===== config.mk =====
export PLATFORM = sky130hd
export DESIGN_NAME = controller_debounce
export DESIGN_NICKNAME = d
export VERILOG_FILES = /design/src/rtl/controller_debounce.sv
export SDC_FILE = /design/constraint.sdc
export NUM_CORES = 1
export LEC_CHECK = 0
export CAP_MARGIN = 40
export CORE_MARGIN = 2
export CORE_UTILIZATION = 54
export CTS_CLUSTER_DIAMETER = 30
export CTS_CLUSTER_SIZE = 16
export DETAILED_ROUTE_END_ITERATION = 16
export PLACE_DENSITY = 0.76
export SETUP_SLACK_MARGIN = 0.15
export SYNTH_ARGS = -nofsm -noshare
export SYNTH_HDL_FRONTEND = slang
export SYNTH_SLANG_ARGS = --single-unit

===== constraint.sdc =====
create_clock -name clk -period 2.1 [get_ports clk]
set_input_delay 0.42 -clock clk [delete_from_list [all_inputs] [get_ports clk]]
set_output_delay 0.42 -clock clk [all_outputs]
set_load 0.01 [all_outputs]

===== src/rtl/controller_debounce.sv =====
// Button front-end: 2-flop synchronizer, per-bit debounce, press pulses and sticky press latches.
// Define CTRL_AUTOREPEAT_EN to add per-button hold counters that re-fire press_pulse while held.
module controller_debounce #(
  parameter int N_BUTTONS       = 5,
  parameter int DEBOUNCE_CYCLES = 500000,
  parameter bit ACTIVE_LOW      = 1'b1,
  parameter int REPEAT_DELAY    = 25000000,
  parameter int REPEAT_PERIOD   = 5000000
) (
  input  logic                 clk,
  input  logic                 reset,
  input  logic [N_BUTTONS-1:0] buttons_raw,
  input  logic [N_BUTTONS-1:0] ack,
  output logic [N_BUTTONS-1:0] controller_in,
  output logic [N_BUTTONS-1:0] press_pulse,
  output logic [N_BUTTONS-1:0] press_latched
);

  localparam int            CW      = $clog2(DEBOUNCE_CYCLES);
  localparam logic [CW-1:0] CNT_MAX = CW'(DEBOUNCE_CYCLES - 1);

  logic [N_BUTTONS-1:0] norm;
  logic [N_BUTTONS-1:0] sync1;
  logic [N_BUTTONS-1:0] sync2;
  logic [N_BUTTONS-1:0] stable;
  logic [N_BUTTONS-1:0] stable_nxt;
  logic [N_BUTTONS-1:0] rise;
  logic [N_BUTTONS-1:0] repeat_hit;
  logic [N_BUTTONS-1:0] pulse_nxt;
  logic [CW-1:0]        cnt     [N_BUTTONS];
  logic [CW-1:0]        cnt_nxt [N_BUTTONS];

  assign norm = ACTIVE_LOW ? ~buttons_raw : buttons_raw;

  // A level is accepted only after DEBOUNCE_CYCLES consecutive mismatching samples.
  always_comb begin
    stable_nxt = stable;
    for (int i = 0; i < N_BUTTONS; i++) begin
      cnt_nxt[i] = '0;
      if (sync2[i] != stable[i]) begin
        if (cnt[i] == CNT_MAX) begin
          stable_nxt[i] = sync2[i];
        end else begin
          cnt_nxt[i] = cnt[i] + CW'(1);
        end
      end
    end
  end

  assign rise      = stable_nxt & ~stable;
  assign pulse_nxt = rise | repeat_hit;

`ifdef CTRL_AUTOREPEAT_EN
  localparam int            HW          = $clog2(REPEAT_DELAY);
  localparam logic [HW-1:0] HOLD_MAX    = HW'(REPEAT_DELAY - 1);
  localparam logic [HW-1:0] HOLD_RELOAD = HW'(REPEAT_DELAY - REPEAT_PERIOD);

  logic [HW-1:0] hold     [N_BUTTONS];
  logic [HW-1:0] hold_nxt [N_BUTTONS];

  // Reloading to DELAY-PERIOD makes later repeats arrive every REPEAT_PERIOD cycles;
  // gating with stable_nxt suppresses a repeat on the very edge the release lands.
  always_comb begin
    repeat_hit = '0;
    for (int i = 0; i < N_BUTTONS; i++) begin
      hold_nxt[i] = '0;
      if (stable[i]) begin
        if (hold[i] == HOLD_MAX) begin
          hold_nxt[i]   = HOLD_RELOAD;
          repeat_hit[i] = stable_nxt[i];
        end else begin
          hold_nxt[i] = hold[i] + HW'(1);
        end
      end
    end
  end

  always_ff @(posedge clk) begin
    if (reset) begin
      for (int i = 0; i < N_BUTTONS; i++) hold[i] <= '0;
    end else begin
      for (int i = 0; i < N_BUTTONS; i++) hold[i] <= hold_nxt[i];
    end
  end
`else
  assign repeat_hit = '0;
`endif

  always_ff @(posedge clk) begin
    if (reset) begin
      sync1         <= '0;
      sync2         <= '0;
      stable        <= '0;
      press_pulse   <= '0;
      press_latched <= '0;
      for (int i = 0; i < N_BUTTONS; i++) cnt[i] <= '0;
    end else begin
      sync1         <= norm;
      sync2         <= sync1;
      stable        <= stable_nxt;
      press_pulse   <= pulse_nxt;
      press_latched <= pulse_nxt | (press_latched & ~ack);
      for (int i = 0; i < N_BUTTONS; i++) cnt[i] <= cnt_nxt[i];
    end
  end

  assign controller_in = stable;

endmodule


==> results of run 1 <==
==> through the flow <==
step	cells	hold WS, ns	cell area (um^2)
floorplan	579	0.414	5200
global placement	744	0.422	5730
detailed placement	744	0.430	5730
CTS	776	0.425	6420
global route	776	0.434	6460
finish	776	0.433	6460
==> state kept, by name (all words and copies together), names as in the netlist <==
| name | count |
|---|---|
| cnt | 95 |
| controller_in | 5 |
| sync1 | 5 |
| press_latched | 5 |
| sync2 | 5 |
| press_pulse | 5 |
==> synthesized netlist by cell type, types with 3 or more instances <==
| cell type | number | area (um^2) |
|---|---|---|
| nand2_1 | 21 | 78.8 |
| or4bb_1 | 3 | 33.8 |
| and2_1 | 3 | 18.8 |
| nor2_1 | 94 | 353 |
| dfxtp_1 | 120 | 2400 |
| inv_1 | 17 | 63.8 |
| buf_6 | 3 | 33.8 |
| nor2b_1 | 6 | 37.5 |
| or2_2 | 5 | 31.3 |
| nand2b_1 | 8 | 50.1 |
| or3_1 | 13 | 81.3 |
| nor4_1 | 16 | 100 |
| o21ai_0 | 13 | 65.1 |
| buf_2 | 3 | 15.0 |
| nor4b_1 | 6 | 52.6 |
| nand4_1 | 24 | 150 |
| ha_1 | 5 | 62.6 |
| nand4b_1 | 5 | 43.8 |
| nand3_1 | 37 | 185 |
| and4_1 | 4 | 35.0 |
| or4_1 | 13 | 97.6 |
| xnor2_1 | 47 | 412 |
| and3_1 | 9 | 56.3 |
| clkbuf_1 | 6 | 22.5 |
| nor3_1 | 12 | 60.1 |
| a21oi_1 | 31 | 155 |
| xor2_1 | 21 | 184 |
| o31ai_1 | 9 | 67.6 |
==> layout make-up <==
class | instances | area, um^2
clock inverters | 12 | 220
multi-input cells | 427 | 2680
well taps | 129 | 161
repair buffers | 51 | 475
flip-flops and latches | 120 | 2410
fillers | 703 | 2820
clock buffers | 20 | 455
inverters | 17 | 63.8
==> where the power goes <==
| part | internal, uW | total (uW) | switching [uW] |
|---|---|---|---|
| Sequential | 2290 | 2300 | 8.78 |
| Clock | 2260 | 3280 | 1020 |
| Combinational | 42.5 | 79.0 | 36.5 |
| Total | 4590 | 5650 | 1060 |
==> critical path: stages (launching register included) <==
cell     delay (ns)
dfxtp_1        0.35
or4b_4         0.58
or4_4          0.52
o21ai_4        0.16
buf_12         0.17
a21oi_1        0.05
==> timing repair <==
action / in CTS / in global routing
resized for setup: 5 / 10
endpoints found under the setup margin: 23 / 62
endpoints found under the hold margin: 0 / 0
pin swaps: 0 / 0
buffers inserted: 0 / 0
==> worst max-delay path by stage <==
| stage | slack, ns | end | cells past startpoint |
|---|---|---|---|
| 6_report | 0.15 | cnt[0][75] | 5 |
| 5_1_grt | 0.09 | cnt[0][75] | 5 |
| 4_1_cts | 0.15 | cnt[0][75] | 5 |
| 3_5_place_dp | 0.12 | press_pulse[2] | 5 |
| 3_3_place_gp | 0.20 | cnt[0][54] | 5 |
| 2_1_floorplan | 0.17 | cnt[0][67] | 5 |
==> per-layer routing <==
metal	GRT usage (%)	up-vias	wire length (um)
met4	7.38	0	112
met5	0	-	0
met3	6.70	14	377
met1	26.5	2025	4860
li1	-	2153	-
met2	40.0	79	5680
==> cells in the final DEF (no fill, tap or decap), types with 5 or more instances in the layout <==
master / instances
o21ai_0: 13
nand2b_1: 8
nand3_1: 37
buf_4: 23
a21oi_1: 31
bufinv_16: 6
and3_1: 9
clkbuf_16: 16
nand2_1: 21
nand4b_1: 5
clkdlybuf4s50_1: 25
dfxtp_1: 117
nor4b_1: 6
nand4_1: 24
nor2b_1: 6
xor2_1: 21
nor3_1: 11
or3_1: 12
nor2_1: 94
nor4_1: 15
o31ai_1: 9
inv_1: 17
xnor2_1: 47
or4_1: 10
==> logic make-up (layout without fill, tap and decap cells) <==
kind of cell	count (synthesis)	count (layout)	share of synthesized area, %
buffers and inverters	32	100	3.15
adder cells (fa/ha/maj)	5	5	1.20
AO/OA/AOI/OAI	64	64	7.61
AND/OR/NAND/NOR	290	290	30.4
XOR/XNOR	68	68	11.5
flip-flops	120	120	46.2
==> run summary, run 1 <==
Final Power: 5650 uW
Main synth FF type: dfxtp_1
Row count: 35
Initial Utilization: 56.0%
Post-synth EDFFs: 0
Tmin final: 1.95 ns
First-pass GRT wire length: 18700 um
CP arrival: 2.34 ns
LEAKAGE: 0.00204 uW
H-tree depth: 4
Die Y: 102 um
Max Cap Viol: 0
Critical Path Source: cnt[0][71]
Grt ovf: 0
RR Startpoint: cnt[0][71]
DR vias: 4271
Hold path startpoint: sync1[0]
Placer congestion estimate: 0.855
R2r worst-path depth: 5
Final setup vio count: 0
Post-DP HPWL: 7480 um
Avg Cell Area, Syn: 8.98 um^2
Final Core Density: 69.6%
Clock Pin Slew Worst Setup and Hold Paths: 0.06 ns
Total CTS buffers: 17
Mapped Cells: 579
Routed len/inst: 14.2 um
Slew Viols, Final: 0
Worst-margin pin slew: 0.790 ns
Worst Setup Start Kind: flip-flop
Reg2reg end: cnt[0][75]
CTS Sinks: 120
Setup CP Type: reg2reg
CTS root buf: clkbuf_8
Worst R2R Setup Slack: 0.15 ns
Die width: 102 um
Port bufs: 26
CP max FO: 19
Post-Syn Area: 5200 um^2
P&R area growth vs syn: 24.3%
N_diodes: 0
Setup slack after layout: 0.145 ns
Power per Cell Area: 875 nW/um^2
Area of the core: 9280 um^2
Relative slew slack: 46.6%
Drt initial violations: 146
Synthesized net count: 596
Hold Fails Final Rpt: 0
#FFs+latches synth: 120
Clock Latency Late Sink: 0.52 ns
NumNets Final: 651
Post-place setup slack: 0.117 ns
WL final: 11000 um
Synthesis Warnings: 0
Asr flop ratio synth: 0%
Seq/Total Area, Yosys: 46.2%
CTS Buffer Depth: 2
Vias in the first global route: 4169
Post-route setup TNS: 0 ns
Worst hold path class: reg2reg
WHS Endpoint: sync2[0]
Drt drc: 0
Post-route ant nets: 0
Routed vias/inst: 5.50
Layout cell share with drive strength beyond 1: 13.3%
Synth cell types: 47
CP endpoint kind: flip-flop
Tot GR Track Use: 22.7%
Min-Delay Path Depth: 1
Maximum clock frequency: 0.512 GHz
Setup Skew: 0.0104 ns
IO Count: 27
Pin count of the biggest net entering global routing: 20
Worst path required time: 2.49 ns
Tcrit/Tclk final: 93.1%
Die ar.: 10400 um^2
Antenna violations before repair: 0
Status: finished clean
Peak VDD IR: 0.594 mV
First-pass DRT Iterations: 5
RSZ-0062 raised after global routing: true
CTS tree: yes
Hold Buf Count CTS: 0
(Power assumes the default switching activity.)
==> run 2, diff against run 1 <==
Settings changed: SLEW_MARGIN set to 20.
==> results of run 2 <==
The final DEF is identical to that of run 1; final timing and power are the same.
==> run 3, diff against run 2 <==
Settings changed: CORE_UTILIZATION 54 to 55, DONT_BUFFER_PORTS set to 1, PLACE_DENSITY 0.76 to 0.73, SLEW_MARGIN 20 to unset.
==> run summary, run 3 (same netlist as run 1, synthesis figures left out) <==
CP max stage delay: 0.56 ns (-0.02 ns)
Layout cell share with drive strength beyond 1: 14.4% (+1.1 points)
First-pass DRT Iterations: 4 (-1)
WL final: 10700 um (-2.6%)
Power per Cell Area: 825 nW/um^2 (-5.7%)
NumNets Final: 636 (-2.3%)
Critical Path Source: cnt[0][69]
Grt ovf: 0 (unchanged)
Post-DP HPWL: 6960 um (-6.8%)
CP max FO: 19 (unchanged)
Hold path startpoint: ack[0]
Maximum clock frequency: 0.516 GHz (+0.92%)
RR Startpoint: cnt[0][69]
Post-route ant nets: 0 (unchanged)
IO Count: 27 (unchanged)
CP Cell Sequence: or4b_4, or4_4, o21ai_4, buf_12, a21oi_1
Routed vias/inst: 5.71 (+3.8%)
Peak VDD IR: 0.615 mV (+3.4%)
Post-place setup slack: 0.146 ns (+0.0291 ns)
Die ar.: 10200 um^2 (-1.7%)
Tmin final: 1.94 ns (-0.0178 ns)
Final setup vio count: 0 (unchanged)
Tot GR Track Use: 22.7% (about the same)
CTS Buffer Depth: 2 (unchanged)
Worst path required time: 2.49 ns (about the same)
Relative slew slack: 61.8% (+15 points)
Status: finished clean
Most common cell after layout, fill and taps aside: dfxtp_1
Fin area: 6190 um^2 (-4.2%)
Max Cap Viol: 0 (unchanged)
Die Y: 101 um (-0.88%)
Drt initial violations: 151 (+3.4%)
CTS tree: yes
Commonest cells after routing, fill and taps aside: 118 x dfxtp_1, 94 x nor2_1, 47 x xnor2_1, 35 x nand3_1, 31 x a21oi_1
Vias in the first global route: 4161 (-0.19%)
LEAKAGE: 0.00191 uW (-6.4%)
Hold Fails Final Rpt: 0 (unchanged)
Setup slack after layout: 0.163 ns (+0.0178 ns)
Total CTS buffers: 17 (unchanged)
Met3 usage: 7.25% (+0.54 points)
Die width: 101 um (-0.88%)
CP arrival: 2.33 ns (about the same)
Post-route setup TNS: 0 ns (unchanged)
H-tree depth: 4 (unchanged)
Setup Skew: 0.00599 ns (-0.00436 ns)
Slew Viols, Final: 0 (unchanged)
DR vias: 4246 (-0.59%)
Placed insts: 700 (-5.9%)
Drt drc: 0 (unchanged)
Initial Utilization: 56.5% (+0.53 points)
Worst Setup Start Kind: flip-flop
Clock Latency Late Sink: 0.51 ns (about the same)
Tcrit/Tclk final: 92.2% (-0.85 points)
First-pass GRT wire length: 18500 um (-0.93%)
Antenna violations before repair: 0 (unchanged)
Top delay family on crit path: simple AND/OR/NAND/NOR gates
P&R area growth vs syn: 19.1%
Worst-margin pin slew: 0.567 ns (-0.222 ns)
Placed cell areas: 5450 um^2 (-4.9%)
N_diodes: 0 (unchanged)
Worst hold path class: in2reg
Pin count of the biggest net entering global routing: 23 (+15%)
Met1 Use GR: 27.7% (+1.1 points)
Worst path buffer plus inverter count: 1 (unchanged)
CP endpoint kind: flip-flop
Setup CP Type: reg2reg
CTS root buf: clkbuf_8
Routing usage on met2: 37.7% (-2.2 points)
Routed len/inst: 14.4 um (+1.7%)
Max reg flops: 95 (unchanged)
Final Core Density: 67.3% (-2.3 points)
Final Instance Count excl. Fillers: 743 (-4.3%)
Area of the core: 9200 um^2 (-0.94%)
Slowest CP cell: or4b_4
CTS Sinks: 120 (unchanged)
Gr busiest metal: met2
Clock Pin Slew Worst Setup and Hold Paths: 0.06 ns (about the same)
Port bufs: 0 (-100%)
RSZ-0062 raised after global routing: true
Row count: 35 (unchanged)
Largest Register: cnt
Placer congestion estimate: 0.814 (-4.8%)
## run 3: worst register-to-register path: stages (launching register included)
cell and delay [ns]:
dfxtp_1 0.34, or4b_4 0.56, or4_4 0.54, o21ai_4 0.16, buf_12 0.17, a21oi_1 0.05
## run 3: timing repair
item,4_1_cts,5_1_grt
cloned,0,0
setup endpoints to repair,4,68
buffers inserted,0,1
hold buffers,9,0
gates resized for setup,3,13
endpoints found under the hold margin,25,0
pin swaps,0,1
## run 3: routing by layer
metal	vias to the layer above	share of wire (%)
li1	2130	-
met1	2022	46
met2	80	49
met3	14	3.9
met4	0	1.4
met5	-	0
## run 3: through the flow
stage	hold WS [ns]	total power (uW)
after global routing	0.0815	5260
after floorplan	0.414	2380
final	0.0874	5110
after global placement	0.418	2390
after detailed placement	0.427	2390
after CTS	0.0728	5150
## run 3: path summary, 6_finish.rpt
| check | end | slack (ns) | depth (start not counted) |
|---|---|---|---|
| worst max-delay path | cnt[0][70] | 0.16 | 5 |
| worst min-delay path | press_latched[0] | 0.09 | 2 |
| worst max register to register | cnt[0][70] | 0.16 | 5 |
| worst min register to register | sync2[3] | 0.44 | 1 |
## run 3: final cells by class
class                   instances  area (um^2)
repair buffers                 36          325
clock buffers                  19          442
multi-input cells             427         2690
fillers                       748         3010
well taps                     111          139
clock inverters                13          129
inverters                      17         63.8
flip-flops and latches        120         2400
## run 3: power by group
part,internal (uW),leakage [uW],total [uW],switching (uW)
logic,34.3,0.000665,68.6,34.3
clock network,1730,0.000275,2740,1010
registers,2290,0.000970,2300,7.95
total,4060,0.00191,5110,1050
